$ cat src/rtl/pc_sequencer.sv
// Program-counter sequencer for the KGP-miniRISC fetch stage: produces next_addr for the PC
// register, with wait-state insertion, branch flush and halt. PC_SEQ_PERF_CNT_EN adds perf counters.
module pc_sequencer #(
    parameter int ADDR_W   = 32,
    parameter int MEM_WAIT = 0,
    parameter int WAIT_W   = 4
) (
    input  logic              clk,
    input  logic              rst,
    input  logic [ADDR_W-1:0] instr_addr,
    input  logic              start,
    input  logic              stall,
    input  logic              branch_taken,
    input  logic              branch_rel,
    input  logic [ADDR_W-1:0] branch_target,
    input  logic              halt,
    output logic [ADDR_W-1:0] next_addr,
    output logic              instr_valid,
    output logic              flush,
    output logic              halted
`ifdef PC_SEQ_PERF_CNT_EN
    ,
    output logic [31:0]       retired_cnt,
    output logic [31:0]       branch_cnt
`endif
);

    typedef enum logic [1:0] {IDLE, RUN, HALTED} state_t;

    localparam logic [WAIT_W-1:0] WAIT_LAST = WAIT_W'(MEM_WAIT);

    state_t            state;
    logic [WAIT_W-1:0] wait_cnt;
    logic              fetch_done;
    logic              advance;
    logic [ADDR_W-1:0] target;

    // wait_cnt never exceeds WAIT_LAST, so equality marks the end of the fetch
    assign fetch_done  = (state == RUN) && (wait_cnt == WAIT_LAST);
    assign instr_valid = rst && fetch_done;
    assign advance     = instr_valid && !stall;
    assign target      = branch_rel ? (instr_addr + branch_target) : branch_target;

    always_comb begin
        next_addr = instr_addr;
        if (!rst) begin
            next_addr = {ADDR_W{1'b1}};
        end else if (state == IDLE) begin
            if (start) next_addr = instr_addr + 1'b1;
        end else if (advance && !halt) begin
            next_addr = branch_taken ? target : instr_addr + 1'b1;
        end
    end

    always_ff @(posedge clk) begin
        if (!rst) begin
            state    <= IDLE;
            wait_cnt <= '0;
            flush    <= 1'b0;
            halted   <= 1'b0;
`ifdef PC_SEQ_PERF_CNT_EN
            retired_cnt <= '0;
            branch_cnt  <= '0;
`endif
        end else begin
            flush <= 1'b0;
            case (state)
                IDLE: begin
                    if (start) begin
                        state    <= RUN;
                        wait_cnt <= '0;
                    end
                end
                RUN: begin
                    if (!fetch_done) begin
                        wait_cnt <= wait_cnt + 1'b1;
                    end else if (advance) begin
                        wait_cnt <= '0;
`ifdef PC_SEQ_PERF_CNT_EN
                        retired_cnt <= retired_cnt + 32'd1;
`endif
                        if (halt) begin
                            state  <= HALTED;
                            halted <= 1'b1;
                        end else if (branch_taken) begin
                            flush <= 1'b1;
`ifdef PC_SEQ_PERF_CNT_EN
                            branch_cnt <= branch_cnt + 32'd1;
`endif
                        end
                    end
                end
                HALTED: halted <= 1'b1;
                default: state <= IDLE;
            endcase
        end
    end

endmodule

$ cat config.mk
export PLATFORM = sky130hd
export DESIGN_NAME = pc_sequencer
export DESIGN_NICKNAME = d
export VERILOG_FILES = /design/src/rtl/pc_sequencer.sv
export SDC_FILE = /design/constraint.sdc
export NUM_CORES = 1
export LEC_CHECK = 0
export BUFFER_PORTS_ARGS = -buffer_cell sky130_fd_sc_hd__buf_2
export CAP_MARGIN = 30
export CORE_UTILIZATION = 55
export DETAILED_ROUTE_END_ITERATION = 10
export PLACE_DENSITY = 0.83
export SLEW_MARGIN = 40
export SYNTH_ARGS = -nofsm -noshare
export SYNTH_HDL_FRONTEND = slang
export SYNTH_SLANG_ARGS = --single-unit
$ cat constraint.sdc
create_clock -name clk -period 4.9 [get_ports clk]
set_input_delay 0.98 -clock clk [delete_from_list [all_inputs] [get_ports clk]]
set_output_delay 0.98 -clock clk [all_outputs]
set_load 0.03 [all_outputs]
**Word level (Yosys, flattened, before mapping)**

Cells that the tools add are included.

- Flip-flop bits (word level): 8
- Input port bits: 71

- $add $sub $neg: 3
- Equal/unequal tests: 7
- Mux-type cells: 20
- Bitwise gates (word level): 5
- Reductions and logical operators: 14

Operators by type and width:

| kind | count |
|---|---|
| $mux W32 | 6 |
| $add A32 B1 Y32 const B | 1 |
| $add A32 B32 Y32 | 1 |
| $mux W4 | 3 |
| $mux W2 | 4 |
| $ne A2 B2 Y1 const B | 4 |
| $pmux W4 S2 | 1 |
| $pmux W2 S3 | 1 |
| $not A1 Y1 | 5 |
| $reduce_and A5 Y1 | 1 |
| $reduce_or A5 Y1 | 1 |
| $add A4 B1 Y4 const B | 1 |
| $logic_and A1 B1 Y1 | 4 |
| $logic_not A4 Y1 | 1 |
| $mux W1 | 4 |
| $reduce_and A4 Y1 | 1 |
| $reduce_bool A2 Y1 | 2 |
| $ne A3 B3 Y1 const B | 1 |
| $reduce_and A3 Y1 | 1 |
| $eq A2 B1 Y1 const B | 1 |
| $eq A2 B2 Y1 const B | 1 |
| $logic_not A1 Y1 | 2 |
| $logic_not A2 Y1 | 1 |
| $pmux W1 S2 | 1 |

**Depth between registers and ports, before layout**

- Depth in word-level cells: 8
- Gate-level depth with buffers: 12
- Depth with buffers taken out: 11

**Worst setup path after synthesis**

OpenSTA, ideal clock, no wires.

- Kind: input to output
- Start: in instr_addr[0]
- End: out next_addr[14]
- Arrival time: 3829 ps
- Data required time: 3920 ps
- Slack: 91 ps
- Cell stages on the path: 11
- Buffers on the path: 0
- Cell sequence: ha_1 fa_1 a21o_1 a311oi_1 or4b_4 nand2b_1 a21o_1 a21o_1 a221oi_1 xor2_1 o21ai_0

- Word-level cells in the longest chain between the ends: 6
- Elaborated cells on any way between the ends: 8

Ends and longest elaborated chain:

| item | line | RTL |
|---|---|---|
| start, declared | 10 | `input logic [ADDR_W-1:0] instr_addr,` |
| $add A32 B32 Y32 | 42 | `assign target = branch_rel ? (instr_addr + branch_target) : branch_target;` |
| $mux W32 | 42 |  |
| $mux W32 | 51 | `next_addr = branch_taken ? target : instr_addr + 1'b1;` |
| $mux W32 | 50 | `end else if (advance && !halt) begin` |
| $mux W32 (*) | 48 | `end else if (state == IDLE) begin` |
| $mux W32 (*) | 46 | `if (!rst) begin` |
| end, declared | 17 | `output logic [ADDR_W-1:0] next_addr,` |

Every way passes the cells marked *; elsewhere a longest branch is shown, timed or not.

**Final worst setup path**

- Start: in instr_addr[0]
- End: out next_addr[30]

The elaborated chain is that of the path after synthesis.

==> results.toml <==
[layout]
fill_cells = 661
finalNonFillerCells = 810
multi_input_area_sq_um = 3610
final_core_util = 0.685
antenna_cells = 0
seqCellArea_sq_um = 160
syn2layout_area_growth_pct = 18.1
finalNetCount = 822
drive_gt1_frac = 0.221

[clocking]
clk_pin_slew_ps = 40
clk_latency_ps = 240
holdBufCountCts = 0
htreeDepth = 1
clkSinkCount = 8
cts_setup_buffers = 0
clockBufferDepth = 2
cts_made_buffers = 3
cts-root-buf = "clkbuf_8"
cts_tree = "built"

[logic_synthesis]
synth_edf_count = 0
syn_nets = 716
yosysTopAreaCell = "ha_1"
synth_area_leaders = "ha_1, o21ai_0, a21oi_1, nor2_1, xnor2_1"
syn_area_sq_um = 4000
yosysSeqAreaShare = 0.0400
synthCells = 610
yosys_register_bits = 8
synth_ff_type = "dfxtp_1"
synth_cell_types = 73
syn_avg_cell_area_sq_um = 6.56
synth_top_area_share = 0.106
synth_async_sr_flop_share = 0
yosys_warnings = 0

[global_routing]
grt_pass1_vias = 4970
grt_max_degree = 39
grt_overflow = 0
antenna_found_initial = 0
grt_pass1_wl_microns = 23200
gr-usage-all-layers = 0.382

[setup_path]
crit_path_end_kind = "output pin"
cp_slowest_cell = "or4b_4"
path_cells = "buf_2, ha_1, fa_1, a21o_1, a311oi_2, buf_4, or4b_4, o21ai_2, a21oi_1, o21ai_2, a211oi_1, a221oi_1, a21oi_1, buf_2"
arrival_ps = 3860
crit_required_ps = 3920
cp_max_fo = 3
timing.critical_path.buf_inv = 3
crit_type = "input port to output pin"
slowest_delay_ps = 540
crit_path_start_kind = "input port"
critPathTopFamily = "compound AO/OA/AOI/OAI gates"

[pwr]
powerDensity_nw_per_um2 = 142
vdd_ir_drop_max_v = 0.0000866
total_power_mw = 0.672
p_leak_nw = 2.04

[placed_design]
portBuffers = 105
hpwl_microns = 11400
dp_cells = 807
place_ws_ps = -55.5
gp_congestion = 0.976

[die]
start_util = 0.580
core_sq_um = 6910
die_y_microns = 87.3
ioPinCount = 106
rows = 30
fp.dieW_microns = 87.3
die_area_sq_um = 7620

[route]
drc = 0
viasPerCell = 6.66
dr.pass1.iters = 6
drt_wl_total_microns = 15000
drtIter0Drc = 659
final_antenna_net_count = 0
vias = 5393
wire_per_inst_microns = 18.5

[timing]
rsz0062_at_grt = "true"
period_needed_ps = 4840
clock_skew_ps = 2.22
slew_headroom = 0.442
finalSetupViolations = 0
tightest_slew_ps = 834
setup_slack_ps = 61.6
finalMaxSlewViolations = 0
hold_viol_final = 0
fin_hold_ws_ps = 474
period_share = 0.987
fmax_mhz = 207

[status]
outcome = "complete, no violations"

[run]
cap_viol_max_count = 0

[min_path]
hold_path_class = "flip-flop to flip-flop"
[state kept, by name, summed over array words and instances (netlist names)]
signal and flops:
flush 1, halted 1, state 2, wait_cnt 4
[power by group]
group          leakage [nW]  total, mW  internal, mW  switching, mW
Clock                0.0216     0.0836        0.0536         0.0300
Combinational          1.96      0.520         0.197          0.324
Sequential           0.0648     0.0685        0.0668        0.00175
Total                  2.04      0.672         0.317          0.355
[stage by stage]
step	cell area (sq um)	TNS, ps
finish	4730	0
global route	4730	-17.6
CTS	4700	0
detailed placement	4660	-55.5
global placement	4660	0
floorplan	4000	0
[layer usage]
metal	track usage	up-vias	wire length, microns
met5	0	-	0
met4	0.107	0	367
met3	0.0540	49	1680
met2	0.652	381	6970
met1	0.499	2469	5980
li1	-	2494	-
[synth_stat cells (3+ instances only)]
master / count
nand3_1: 21
o2bb2ai_1: 5
clkbuf_8: 4
o311a_1: 3
a31oi_1: 8
o22ai_1: 5
nand2_1: 60
nor3_1: 12
a21o_1: 15
nand4_1: 12
or3_1: 7
a21oi_1: 57
clkbuf_1: 22
nand2b_1: 5
nand3b_1: 4
o31ai_1: 4
a221oi_1: 8
ha_1: 34
xor2_1: 17
nor2_1: 68
and2_1: 5
o21ai_0: 67
a21boi_0: 4
a211oi_1: 7
nand2_2: 3
o221ai_1: 4
nor2b_1: 7
inv_1: 18
a311oi_1: 4
o211ai_1: 5
dfxtp_1: 8
xnor2_1: 26
mux2i_1: 14
o21bai_1: 8
o21a_1: 4
and3_1: 9
[logic make-up (layout without fill, tap and decap cells)]
| group | count (synthesis) | after routing | share of synthesized area |
|---|---|---|---|
| flops | 8 | 8 | 0.0400 |
| simple gates | 232 | 232 | 0.291 |
| xor+xnor | 43 | 43 | 0.0941 |
| fa+ha+maj | 35 | 35 | 0.111 |
| compound gates | 228 | 228 | 0.361 |
| mux | 15 | 15 | 0.0378 |
| buf+inv | 49 | 153 | 0.0647 |
[final cells by class]
class / instances / area share
multi-input combinational: 553 / 0.763
timing repair buffer: 131 / 0.153
tap: 96 / 0.0254
clock buffer: 3 / 0.00873
sequential: 8 / 0.0339
inverter: 19 / 0.0151
[worst register-to-register path, stage by stage, from the launching register on]
cell and delay [ps]:
dfxtp_1 370, inv_1 70, ha_1 180, nor3b_2 180, a311oi_1 460, o21ai_0 170, a21oi_1 180, nor2_1 50
[cells in the final DEF, fill, tap and decap left out, types with 7 or more instances in the layout]
cell type / instances
dfxtp_1: 8
xor2_1: 17
a21o_1: 15
inv_1: 18
nor3_1: 12
ha_1: 34
a211oi_1: 7
xnor2_1: 26
o21ai_0: 63
nor2b_1: 7
buf_4: 28
buf_2: 103
nand2_1: 60
nand3_1: 21
nor2_1: 68
mux2i_1: 14
a21oi_1: 56
nand4_1: 12
o21bai_1: 8
or3_1: 7
a31oi_1: 7
and3_1: 9
a221oi_1: 7
[path summary, 6_finish.rpt]
check                                         startpoint                        to  slack (ps)  depth (start not counted)
worst max-delay path                       instr_addr[0]             next_addr[30]          60                         14
worst max register to register  wait_cnt[0]$_SDFFE_PN0P_  wait_cnt[2]$_SDFFE_PN0P_        3090                          7
worst min-delay path                 halted$_SDFFE_PN0P_       halted$_SDFFE_PN0P_         470                          2
worst min register to register       halted$_SDFFE_PN0P_       halted$_SDFFE_PN0P_         470                          2
[what timing repair did]
action | in CTS | in global routing
endpoints found under the setup margin | 2 | 5
endpoints found under the hold margin | 0 | 0
resized for setup | 1 | 9
(Power assumes the default switching activity.)
